$ cat src/rtl/control_multi_wait_pkg.sv
// Shared encodings for the multicycle RISC-V controller: opcodes, states,
// datapath mux/ALUOp codes and the packed control word.
package control_multi_wait_pkg;

  localparam logic [6:0] OPC_LOAD   = 7'b0000011;
  localparam logic [6:0] OPC_STORE  = 7'b0100011;
  localparam logic [6:0] OPC_RTYPE  = 7'b0110011;
  localparam logic [6:0] OPC_OPIMM  = 7'b0010011;
  localparam logic [6:0] OPC_LUI    = 7'b0110111;
  localparam logic [6:0] OPC_AUIPC  = 7'b0010111;
  localparam logic [6:0] OPC_BRANCH = 7'b1100011;
  localparam logic [6:0] OPC_JAL    = 7'b1101111;
  localparam logic [6:0] OPC_JALR   = 7'b1100111;

  typedef enum logic [3:0] {
    ST_FETCH   = 4'd0,
    ST_DECODE  = 4'd1,
    ST_ADDR    = 4'd2,
    ST_LW      = 4'd3,
    ST_LWWB    = 4'd4,
    ST_SW      = 4'd5,
    ST_RTYPE   = 4'd6,
    ST_OPIMM   = 4'd7,
    ST_LUI     = 4'd8,
    ST_AUIPC   = 4'd9,
    ST_ALUWB   = 4'd10,
    ST_BRANCH  = 4'd11,
    ST_JAL     = 4'd12,
    ST_JALR    = 4'd13,
    ST_ILLEGAL = 4'd14
  } state_t;

  localparam logic [1:0] ORIGA_PCBACK = 2'b00;
  localparam logic [1:0] ORIGA_RS1    = 2'b01;
  localparam logic [1:0] ORIGA_PC     = 2'b10;

  localparam logic [1:0] ORIGB_RS2    = 2'b00;
  localparam logic [1:0] ORIGB_FOUR   = 2'b01;
  localparam logic [1:0] ORIGB_IMM    = 2'b10;

  localparam logic [1:0] M2R_ALUOUT   = 2'b00;
  localparam logic [1:0] M2R_PC4      = 2'b01;
  localparam logic [1:0] M2R_MDR      = 2'b10;

  localparam logic [1:0] ALUOP_ADD    = 2'b00;
  localparam logic [1:0] ALUOP_BRANCH = 2'b01;
  localparam logic [1:0] ALUOP_FUNCT  = 2'b10;
  localparam logic [1:0] ALUOP_LUI    = 2'b11;

  typedef struct packed {
    logic       escreveIR;
    logic       escrevePC;
    logic       escrevePCCond;
    logic       escrevePCBack;
    logic [1:0] origAULA;
    logic [1:0] origBULA;
    logic [1:0] mem2Reg;
    logic       origPC;
    logic       iouD;
    logic       regWrite;
    logic       memWrite;
    logic       memRead;
    logic [1:0] aluOp;
    logic       illegal;
  } ctrl_t;

  function automatic logic isAccess(state_t s);
    return (s == ST_FETCH) || (s == ST_LW) || (s == ST_SW);
  endfunction

endpackage

$ cat src/rtl/control_multi_wait_if.sv
// Controller <-> datapath bundle: opcode and memory-ready in, control word out.
interface control_multi_wait_if #(parameter int STATE_W = 4);
  logic [6:0]         iOpcode;
  logic               iMemReady;
  logic               oEscreveIR;
  logic               oEscrevePC;
  logic               oEscrevePCCond;
  logic               oEscrevePCBack;
  logic [1:0]         oOrigAULA;
  logic [1:0]         oOrigBULA;
  logic [1:0]         oMem2Reg;
  logic               oOrigPC;
  logic               oIouD;
  logic               oRegWrite;
  logic               oMemWrite;
  logic               oMemRead;
  logic [1:0]         oALUOp;
  logic               oIllegal;
  logic [STATE_W-1:0] oState;

  modport master (
    input  iOpcode, iMemReady,
    output oEscreveIR, oEscrevePC, oEscrevePCCond, oEscrevePCBack,
           oOrigAULA, oOrigBULA, oMem2Reg, oOrigPC, oIouD,
           oRegWrite, oMemWrite, oMemRead, oALUOp, oIllegal, oState
  );

  modport slave (
    output iOpcode, iMemReady,
    input  oEscreveIR, oEscrevePC, oEscrevePCCond, oEscrevePCBack,
           oOrigAULA, oOrigBULA, oMem2Reg, oOrigPC, oIouD,
           oRegWrite, oMemWrite, oMemRead, oALUOp, oIllegal, oState
  );
endinterface

$ cat src/rtl/control_multi_wait_mem_wait_counter.sv
// Memory-access wait tracker: either a fixed-latency cycle counter or a
// pass-through of the memory ready handshake.
module mem_wait_counter #(
  parameter int MEM_LAT   = 2,
  parameter int USE_READY = 0
) (
  input  logic iCLK,
  input  logic iRST,
  input  logic clr,
  input  logic en,
  input  logic iMemReady,
  output logic done
);

  localparam logic [3:0] LAST = 4'(MEM_LAT - 1);

  logic [3:0] cnt;

  always_ff @(posedge iCLK or posedge iRST) begin
    if (iRST)
      cnt <= '0;
    else if (clr)
      cnt <= '0;
    else if (en)
      cnt <= cnt + 4'd1;
  end

  always_comb begin
    done = (USE_READY != 0) ? iMemReady : (cnt == LAST);
  end

endmodule

$ cat src/rtl/control_multi_wait.sv
// Multicycle RISC-V control FSM with latency/ready-aware memory accesses,
// AUIPC support and an illegal-opcode trap.
module control_multi_wait
  import control_multi_wait_pkg::*;
#(
  parameter int MEM_LAT   = 2,
  parameter int USE_READY = 0,
  parameter int STATE_W   = 4
) (
  input logic                 iCLK,
  input logic                 iRST,
  control_multi_wait_if.master bus
);

  state_t state, nextState;
  ctrl_t  ctrlReg;
  logic   memDone, inAccess, fetchAdv;

  function automatic ctrl_t decodeState(state_t s);
    ctrl_t c;
    c = '0;
    case (s)
      ST_FETCH: begin
        c.escreveIR = 1'b1;
        c.memRead   = 1'b1;
        c.origAULA  = ORIGA_PC;
        c.origBULA  = ORIGB_FOUR;
        c.aluOp     = ALUOP_ADD;
      end
      ST_DECODE: begin
        c.origAULA = ORIGA_PCBACK;
        c.origBULA = ORIGB_IMM;
      end
      ST_ADDR: begin
        c.origAULA = ORIGA_RS1;
        c.origBULA = ORIGB_IMM;
      end
      ST_LW: begin
        c.iouD    = 1'b1;
        c.memRead = 1'b1;
      end
      ST_LWWB: begin
        c.mem2Reg  = M2R_MDR;
        c.regWrite = 1'b1;
      end
      ST_SW: begin
        c.iouD     = 1'b1;
        c.memWrite = 1'b1;
      end
      ST_RTYPE: begin
        c.origAULA = ORIGA_RS1;
        c.origBULA = ORIGB_RS2;
        c.aluOp    = ALUOP_FUNCT;
      end
      ST_OPIMM: begin
        c.origAULA = ORIGA_RS1;
        c.origBULA = ORIGB_IMM;
        c.aluOp    = ALUOP_FUNCT;
      end
      ST_LUI: begin
        c.origAULA = ORIGA_PC;
        c.origBULA = ORIGB_IMM;
        c.aluOp    = ALUOP_LUI;
      end
      ST_AUIPC: begin
        c.origAULA = ORIGA_PCBACK;
        c.origBULA = ORIGB_IMM;
        c.aluOp    = ALUOP_ADD;
      end
      ST_ALUWB: begin
        c.regWrite = 1'b1;
        c.mem2Reg  = M2R_ALUOUT;
      end
      ST_BRANCH: begin
        c.escrevePCCond = 1'b1;
        c.origAULA      = ORIGA_RS1;
        c.origBULA      = ORIGB_RS2;
        c.origPC        = 1'b1;
        c.aluOp         = ALUOP_BRANCH;
      end
      ST_JAL: begin
        c.escrevePC = 1'b1;
        c.origPC    = 1'b1;
        c.mem2Reg   = M2R_PC4;
        c.regWrite  = 1'b1;
      end
      ST_JALR: begin
        c.escrevePC = 1'b1;
        c.origAULA  = ORIGA_RS1;
        c.origBULA  = ORIGB_IMM;
        c.origPC    = 1'b0;
        c.mem2Reg   = M2R_PC4;
        c.regWrite  = 1'b1;
      end
      ST_ILLEGAL: c.illegal = 1'b1;
      default:    c = '0;
    endcase
    return c;
  endfunction

  assign inAccess = isAccess(state);

  mem_wait_counter #(
    .MEM_LAT  (MEM_LAT),
    .USE_READY(USE_READY)
  ) uWait (
    .iCLK     (iCLK),
    .iRST     (iRST),
    .clr      (!inAccess || memDone),
    .en       (inAccess && !memDone),
    .iMemReady(bus.iMemReady),
    .done     (memDone)
  );

  always_comb begin
    nextState = ST_FETCH;
    case (state)
      ST_FETCH:  nextState = memDone ? ST_DECODE : ST_FETCH;
      ST_DECODE: begin
        case (bus.iOpcode)
          OPC_LOAD, OPC_STORE: nextState = ST_ADDR;
          OPC_RTYPE:           nextState = ST_RTYPE;
          OPC_OPIMM:           nextState = ST_OPIMM;
          OPC_LUI:             nextState = ST_LUI;
          OPC_AUIPC:           nextState = ST_AUIPC;
          OPC_BRANCH:          nextState = ST_BRANCH;
          OPC_JAL:             nextState = ST_JAL;
          OPC_JALR:            nextState = ST_JALR;
          default:             nextState = ST_ILLEGAL;
        endcase
      end
      ST_ADDR:   nextState = (bus.iOpcode == OPC_LOAD) ? ST_LW : ST_SW;
      ST_LW:     nextState = memDone ? ST_LWWB : ST_LW;
      ST_SW:     nextState = memDone ? ST_FETCH : ST_SW;
      ST_RTYPE, ST_OPIMM, ST_LUI, ST_AUIPC: nextState = ST_ALUWB;
      ST_ILLEGAL: nextState = ST_ILLEGAL;
      default:   nextState = ST_FETCH;
    endcase
  end

  // Control word is registered from the next state, so it is valid for the whole state.
  always_ff @(posedge iCLK or posedge iRST) begin
    if (iRST) begin
      state   <= ST_FETCH;
      ctrlReg <= decodeState(ST_FETCH);
    end else begin
      state   <= nextState;
      ctrlReg <= decodeState(nextState);
    end
  end

  // PC advance must land only in the completing fetch cycle, which is known only then.
  assign fetchAdv = (state == ST_FETCH) && memDone;

  assign bus.oEscreveIR     = ctrlReg.escreveIR;
  assign bus.oEscrevePC     = ctrlReg.escrevePC | fetchAdv;
  assign bus.oEscrevePCCond = ctrlReg.escrevePCCond;
  assign bus.oEscrevePCBack = ctrlReg.escrevePCBack | fetchAdv;
  assign bus.oOrigAULA      = ctrlReg.origAULA;
  assign bus.oOrigBULA      = ctrlReg.origBULA;
  assign bus.oMem2Reg       = ctrlReg.mem2Reg;
  assign bus.oOrigPC        = ctrlReg.origPC;
  assign bus.oIouD          = ctrlReg.iouD;
  assign bus.oRegWrite      = ctrlReg.regWrite;
  assign bus.oMemWrite      = ctrlReg.memWrite;
  assign bus.oMemRead       = ctrlReg.memRead;
  assign bus.oALUOp         = ctrlReg.aluOp;
  assign bus.oIllegal       = ctrlReg.illegal;
  assign bus.oState         = STATE_W'(state);

endmodule

$ cat src/flat_wrapper.sv
// flat-port wrapper written by rule: the top's interface ports become plain ports
module control_multi_wait_flat import control_multi_wait_pkg::*;
#(
  parameter int MEM_LAT   = 2,
  parameter int USE_READY = 0,
  parameter int STATE_W   = 4
)
  (iCLK, iRST, bus_iOpcode, bus_iMemReady, bus_oEscreveIR, bus_oEscrevePC, bus_oEscrevePCCond, bus_oEscrevePCBack, bus_oOrigAULA, bus_oOrigBULA, bus_oMem2Reg, bus_oOrigPC, bus_oIouD, bus_oRegWrite, bus_oMemWrite, bus_oMemRead, bus_oALUOp, bus_oIllegal, bus_oState);
  control_multi_wait_if #(.STATE_W(STATE_W)) bus_i ();
  input logic iCLK;
  input logic iRST;
  input wire logic [$bits(bus_i.iOpcode)-1:0] bus_iOpcode;
  input wire logic [$bits(bus_i.iMemReady)-1:0] bus_iMemReady;
  output wire logic [$bits(bus_i.oEscreveIR)-1:0] bus_oEscreveIR;
  output wire logic [$bits(bus_i.oEscrevePC)-1:0] bus_oEscrevePC;
  output wire logic [$bits(bus_i.oEscrevePCCond)-1:0] bus_oEscrevePCCond;
  output wire logic [$bits(bus_i.oEscrevePCBack)-1:0] bus_oEscrevePCBack;
  output wire logic [$bits(bus_i.oOrigAULA)-1:0] bus_oOrigAULA;
  output wire logic [$bits(bus_i.oOrigBULA)-1:0] bus_oOrigBULA;
  output wire logic [$bits(bus_i.oMem2Reg)-1:0] bus_oMem2Reg;
  output wire logic [$bits(bus_i.oOrigPC)-1:0] bus_oOrigPC;
  output wire logic [$bits(bus_i.oIouD)-1:0] bus_oIouD;
  output wire logic [$bits(bus_i.oRegWrite)-1:0] bus_oRegWrite;
  output wire logic [$bits(bus_i.oMemWrite)-1:0] bus_oMemWrite;
  output wire logic [$bits(bus_i.oMemRead)-1:0] bus_oMemRead;
  output wire logic [$bits(bus_i.oALUOp)-1:0] bus_oALUOp;
  output wire logic [$bits(bus_i.oIllegal)-1:0] bus_oIllegal;
  output wire logic [$bits(bus_i.oState)-1:0] bus_oState;
  assign bus_i.iOpcode = bus_iOpcode;
  assign bus_i.iMemReady = bus_iMemReady;
  assign bus_oEscreveIR = bus_i.oEscreveIR;
  assign bus_oEscrevePC = bus_i.oEscrevePC;
  assign bus_oEscrevePCCond = bus_i.oEscrevePCCond;
  assign bus_oEscrevePCBack = bus_i.oEscrevePCBack;
  assign bus_oOrigAULA = bus_i.oOrigAULA;
  assign bus_oOrigBULA = bus_i.oOrigBULA;
  assign bus_oMem2Reg = bus_i.oMem2Reg;
  assign bus_oOrigPC = bus_i.oOrigPC;
  assign bus_oIouD = bus_i.oIouD;
  assign bus_oRegWrite = bus_i.oRegWrite;
  assign bus_oMemWrite = bus_i.oMemWrite;
  assign bus_oMemRead = bus_i.oMemRead;
  assign bus_oALUOp = bus_i.oALUOp;
  assign bus_oIllegal = bus_i.oIllegal;
  assign bus_oState = bus_i.oState;
  control_multi_wait #(.MEM_LAT(MEM_LAT), .USE_READY(USE_READY), .STATE_W(STATE_W)) u_core (.iCLK(iCLK), .iRST(iRST), .bus(bus_i));
endmodule
$ cat config.mk
export PLATFORM = sky130hd
export DESIGN_NAME = control_multi_wait_flat
export DESIGN_NICKNAME = d
export VERILOG_FILES = /design/src/rtl/control_multi_wait_pkg.sv /design/src/rtl/control_multi_wait_if.sv /design/src/rtl/control_multi_wait_mem_wait_counter.sv /design/src/rtl/control_multi_wait.sv /design/src/flat_wrapper.sv
export SDC_FILE = /design/constraint.sdc
export NUM_CORES = 1
export LEC_CHECK = 0
export BUFFER_PORTS_ARGS = -buffer_cell sky130_fd_sc_hd__buf_2
export CORE_ASPECT_RATIO = 0.8
export CORE_MARGIN = 3
export CORE_UTILIZATION = 34
export DETAILED_ROUTE_END_ITERATION = 12
export MAX_ROUTING_LAYER = met4
export PLACE_DENSITY_LB_ADDON = 0.15
export RECOVER_POWER = 100
export SYNTH_ARGS = -nofsm -noshare
export SYNTH_HDL_FRONTEND = slang
export SYNTH_SLANG_ARGS = --single-unit
$ cat constraint.sdc
create_clock -name iCLK -period 2.7 [get_ports iCLK]
set_clock_uncertainty 0.15 [all_clocks]
set_input_delay 0.405 -clock iCLK [delete_from_list [all_inputs] [get_ports iCLK]]
set_output_delay 0.405 -clock iCLK [all_outputs]
set_load 0.005 [all_outputs]
### Yosys cells after proc, flatten, opt, wreduce, memory -nomap -nowiden

Index checks and enable logic that the tools add are counted.

| cells by class | value |
|---|---|
| div/mod/pow operators | 0 |
| $add $sub $neg | 1 |
| multiply operators | 0 |
| mux-type cells | 20 |
| reduce and logical (&&, ||, !) cells | 21 |
| bitwise logic cells | 1 |
| shift operators | 0 |
| magnitude comparators | 0 |
| eq/ne operators | 33 |

Operators with widths:

| cell | count |
|---|---|
| equality test 4 bit, second input constant | 10 |
| case mux 4 bit (8 select lines) | 1 |
| equality test 4 x 3 -> 1 bit, second input constant | 7 |
| case mux 4 bit (7 select lines) | 1 |
| equality test 7 x 6 -> 1 bit, second input constant | 3 |
| equality test 7 bit, second input constant | 3 |
| case mux 4 bit (5 select lines) | 1 |
| equality test 4 x 2 -> 1 bit, second input constant | 4 |
| OR reduction 2 bit | 8 |
| equality test 7 x 5 -> 1 bit, second input constant | 2 |
| equality test 4 x 1 -> 1 bit, second input constant | 3 |
| 2-to-1 mux 1 bit | 10 |
| 2-to-1 mux 3 bit | 3 |
| logical NOT 4 bit | 2 |
| 2-to-1 mux 4 bit | 2 |
| OR reduction 4 bit | 2 |
| equality test 7 x 2 -> 1 bit, second input constant | 1 |
| case mux 2 bit (3 select lines) | 1 |
| adder 4 x 1 -> 4 bit, second input constant | 1 |
| case mux 2 bit (2 select lines) | 1 |
| logical OR 1 bit | 3 |
| OR reduction 3 bit | 1 |
| logical AND 1 bit | 2 |
| logical NOT 1 bit | 2 |
| 2 further kinds | 2 |

| word-level totals | value |
|---|---|
| ROM bits | 0 |
| output and inout bits | 22 |
| input port bits | 10 |
| memories kept | 0 |
| memory bits (writable) | 0 |
| bits in latches | 0 |
| register bits after elaboration | 25 |
| word-level logic and storage cells | 91 |

### Logic depth before layout (Yosys ltp)

| depth | value |
|---|---|
| word-level depth | 7 |
| depth in mapped cells | 10 |
| depth with buffers taken out | 9 |

### Cells and area by module

A second synthesis with hierarchy kept.

| second synthesis, totals | value |
|---|---|
| cells, all modules | 141 |
| area, all modules | 1363.8 sq um |

Modules (own cells, without submodules):

| module | cells each | area each (sq um) | sequential area each (sq um) | instances |
|---|---|---|---|---|
| control_multi_wait | 121 | 1146.1 | 530.5 | 1 |
| mem_wait_counter | 20 | 217.7 | 100.1 | 1 |

### Worst setup path before layout

OpenSTA, ideal clock, no wires.

| timing path | value |
|---|---|
| kind | reg-to-reg |
| start | register u_core.uWait.cnt[1] |
| end | register u_core.ctrlReg (netlist bit u_core.bus.oOrigPC) |
| setup time | 78 ps |
| path slack | 315 ps |
| data required time | 2472 ps |
| buffers on the path | 1 |
| cell stages (with the launch flop) | 10 |
| period minus slack after synthesis | 2385 ps |
| arrival | 2157 ps |
| cells stage by stage | dfrtp_1 > inv_1 > ha_1 > nor3b_4 > mux2_2 > a311o_1 > and2_4 > buf_6 > or3_1 > a21oi_1 |

| on the way | value |
|---|---|
| cells in the longest elaborated chain, start to end | 6 |
| elaborated cells on any way between the ends | 9 |
| those cells by class | 3 x eq/ne; 5 x mux; 1 x reduce/logical |

Ends and longest elaborated chain:

| element | RTL line | text |
|---|---|---|
| from (decl) | control_multi_wait_mem_wait_counter.sv:17 | `logic [3:0] cnt;` |
| from (signal assigned) | control_multi_wait_mem_wait_counter.sv:25 | `cnt <= cnt + 4'd1;` |
| equality test 4 x 1 -> 1 bit * | control_multi_wait_mem_wait_counter.sv:29 | `done = (USE_READY != 0) ? iMemReady : (cnt == LAST);` |
| 2-to-1 mux 3 bit (tied with other cells) | control_multi_wait.sv:134 | `ST_SW: nextState = memDone ? ST_FETCH : ST_SW;` |
| case mux 4 bit (7 select lines) * | control_multi_wait.sv:117 | `case (state)` |
| equality test 4 bit | control_multi_wait.sv:22 | `case (s)` |
| OR reduction 2 bit (no source line) * | n/a |  |
| 2-to-1 mux 1 bit * | control_multi_wait.sv:22 |  |
| to (signal assigned) | control_multi_wait.sv:145 | `ctrlReg <= decodeState(ST_FETCH);` |
| to (signal assigned) | control_multi_wait.sv:148 | `ctrlReg <= decodeState(nextState);` |
| to (decl) | control_multi_wait.sv:16 | `ctrl_t ctrlReg;` |

Every way passes the cells marked *; elsewhere a longest branch is shown, timed or not.
A chain may end at the register's enable or synchronous reset.

### Worst setup path after layout

| timing path | value |
|---|---|
| start | register u_core.uWait.cnt[1] |
| end | register u_core.ctrlReg (netlist bit u_core.bus.oALUOp[1]) |

| on the way | value |
|---|---|
| cells in the longest elaborated chain, start to end | 6 |
| elaborated cells on any way between the ends | 11 |
| those cells by class | 5 x eq/ne; 5 x mux; 1 x reduce/logical |

Ends and longest elaborated chain:

| element | RTL line |
|---|---|
| equality test 4 x 1 -> 1 bit * | control_multi_wait_mem_wait_counter.sv:29 |
| 2-to-1 mux 3 bit (tied with other cells) | control_multi_wait.sv:134 |
| case mux 4 bit (7 select lines) * | control_multi_wait.sv:117 |
| equality test 4 x 3 -> 1 bit | control_multi_wait.sv:22 |
| OR reduction 2 bit (no source line) | n/a |
| case mux 2 bit (3 select lines) * | control_multi_wait.sv:22 |

Marks and branches as above.

==> impl_results.md <==
* Final instance area at 1500 um^2
* Clock sink count at 25
* CTS tree: yes
* RSZ-0062 raised after global routing: no
* CP max stage cell: or4_4
* Post-DP HPWL at between 1500 and 2000 um
* CP arrival at 2.58 ns
* Worst vdd ir at 0.562 mV
* Syn_nets at about 150
* Routability cong. at approximately 0.84
* Least-Margin Pin Slew at 0.913 ns
* Die area at 4770 um^2
* Routed WL at approximately 2600 um
* Final core occ at approximately 42%
* # resized after CTS at 0
* DRC at 0
* CTS buffer count at 3
* Worst r2r path cells at 7
* Max Clk Rate at approximately 390 MHz
* Asr flop ratio synth at 100%
* Critical-path cell list: inv_1 > ha_1 > nor3b_4 > o32ai_1 > or4_4 > or3_4 > o22ai_2
* Initial Utilization at 37.4%
* Run status: finished, final reports clean
* Vias at between 900 and 1,000
* Power Dens Cells at roughly 1200 nW/um^2
* Setup_tns at 0 ns
* Die X at 76.5 um
* Cts hold-fix bufs at 0
* Worst-path clk slew at 0.08 ns
* CP startpoint kind: register
* Post-Syn Area at roughly 1400 um^2
* Predominant post-synthesis flop cell: dfrtp_1
* Max Buffers Root-to-Sink at 2
* Antenna diodes at 0
* Global Route Usage Sum at approximately 12%
* Metal1 wirelength at 1370 um
* Fin. max-slew vios at 0
* Post-CTS repair timing setup buffer count at 0
* Post-synth EDFFs at 0
* #FFs+latches synth at 25
* Rel. slew slack at approximately two fifths
* Delay-heaviest family, CP: simple AND/OR/NAND/NOR gates
* Fill count at 377
* Critical path's largest stage delay at roughly 0.64 ns
* Mapped Cells at 135
* CP Buf/Inv Count at 1
* Post-DR vias/cell at between 4 and 5
* Share of post-route cells with drive strength above 1 at ~25%
* GR Overflow Total at 0
* Post-Syn Area per Cell at approximately 10 um^2
* Final Hold Vio Count at 0
* Largest net degree at the start of global routing at 26
* Leakage at slightly below 0.7 nW
* Final min period at 2.53 ns
* Ports at 32
* Min-Delay Path Class: in2async
* Initial drt markers at 42
* Num rows at 19
* Setup CP Type: reg2reg
* Global-route wire length before repair at 4660 um
* Final Cycle Share at a little over nine tenths
* Met3 routed WL at 109 um
* Port buffer count at 30
* Area Overhead vs Synth at 11.2%
* R2r startpoint: u_core.uWait.cnt[1]
* Final Net Count at about 170
* ANT nets after route at 0
* Worst skew pair latency at around 0.26 ns
* Max FO, Critical Path at 13
* Top Metal Used: met4
* CTS root buffer: clkbuf_8
* Die height at approximately 62 um
* Endpoint class of the critical path: register
* Drt first pass iters at 4
* Number of global-route vias before repair at about 980
* Met2 Wirelength at 1120 um
* H-tree depth at 1
* Avg WL per Cell at 12.6 um
* Core area at 3610 um^2
* Initial antenna violation count at 0
* Worst path required time at 2.74 ns
* Warnings, synthesis at 0
* End of the worst register-to-register path: u_core.bus.oALUOp[1]
* Max cap viols at 0
* Placement Cell Area at around 1500 um^2
* R2r setup slk at between 0.15 and 0.2 ns
* Finish-stage setup viols at 0
* Register area share after synthesis at 46.7%
* Unique masters post-synth at 46
-- kinds of logic (layout without fill, tap and decap cells) --
group,after synthesis,count (layout),synth area share [%]
AOI/OAI and AO/OA,20,20,11.4
adders and majority gates,2,2,1.85
and+or+nand+nor,58,58,25.0
DFF,25,25,46.7
muxes,2,2,1.58
buffers and inverters,23,43,10.2
xor gates and xnor gates,5,5,3.24
-- final cells by class --
type                            instances  area [um^2]  area share, %
Tap cell                               52         65.1           4.33
Inverter                                8         35.0           2.33
Sequential cell                        25          631           42.0
Clock buffer                            4         45.0           3.00
Timing Repair Buffer                   31          144           9.58
Multi-Input combinational cell         87          582           38.7
-- layout by cell type (no fill, tap or decap), types with 3 or more instances in the layout --
cell type / synthesis / layout
nor2_1: 15 / 15
nand3b_1: 3 / 3
nand2b_1: 3 / 3
nor3_1: 4 / 4
a21oi_1: 4 / 4
nand2_1: 10 / 10
inv_1: 7 / 7
dfstp_2: 4 / 4
clkbuf_8: 0 / 3
nor3b_1: 3 / 3
xnor2_1: 4 / 4
dfrtp_1: 21 / 21
buf_2: 4 / 19
clkbuf_1: 1 / 11
-- metrics by stage --
stage                     cells  power [mW]  hold WS [ns]  setup WS, ns
after floorplan             135        1.45         0.279         0.315
after global placement      203        1.62         0.329         0.195
after detailed placement    203        1.63         0.341         0.172
after CTS                   207        1.85         0.218         0.158
after global routing        207        2.00         0.267        0.0309
final                       207        1.81         0.181         0.167
-- Yosys cell counts, drive strengths merged, types with 3 or more instances --
master | n | area [um^2]
xnor2 | 4 | 35.0
nor3 | 4 | 20.0
and2 | 3 | 21.3
dfrtp | 21 | 526
nor3b | 4 | 41.3
o21ai | 3 | 18.8
dfstp | 4 | 105
buf | 14 | 98.8
nor2 | 15 | 56.3
nand2b | 3 | 18.8
or3 | 3 | 23.8
nand3b | 3 | 22.5
a21oi | 4 | 20.0
inv | 8 | 35.0
nand2 | 10 | 37.5
-- registers in the layout, summed over array words and instances (netlist names) --
signal                     cells
u_core.bus.oState              4
u_core.uWait.cnt               4
u_core.bus.oALUOp              2
u_core.bus.oMem2Reg            2
u_core.bus.oOrigAULA           2
u_core.bus.oOrigBULA           2
u_core.bus.oEscreveIR          1
u_core.bus.oEscrevePCCond      1
u_core.bus.oIllegal            1
u_core.bus.oIouD               1
u_core.bus.oMemRead            1
u_core.bus.oMemWrite           1
u_core.bus.oOrigPC             1
u_core.bus.oRegWrite           1
u_core.ctrlReg                 1
-- how the worst max path moves through the flow --
stage | startpoint | to | slack [ns] | cells after the start
final | u_core.uWait.cnt[1] | u_core.bus.oALUOp[1] | 0.17 | 7
after global routing | u_core.uWait.cnt[1] | u_core.bus.oRegWrite | 0.03 | 8
after CTS | u_core.uWait.cnt[1] | u_core.bus.oALUOp[1] | 0.16 | 7
after detailed placement | u_core.uWait.cnt[1] | u_core.bus.oALUOp[1] | 0.17 | 7
after global placement | u_core.uWait.cnt[1] | u_core.bus.oALUOp[1] | 0.20 | 7
after floorplan | u_core.uWait.cnt[1] | u_core.bus.oOrigPC | 0.31 | 9
-- report_power, final --
part	switching, mW	internal (mW)	total, mW
Clock	0.109	0.105	0.214
Combinational	0.553	0.418	0.970
Sequential	0.100	0.526	0.626
-- layer usage --
metal / up-vias / GRT usage [%]
li1: 493 / -
met1: 478 / 16.9
met2: 23 / 18.2
met3: 2 / 3.18
met4: 0 / 2.04
met5: - / -
Note: power is estimated with default switching activity, not from simulation.
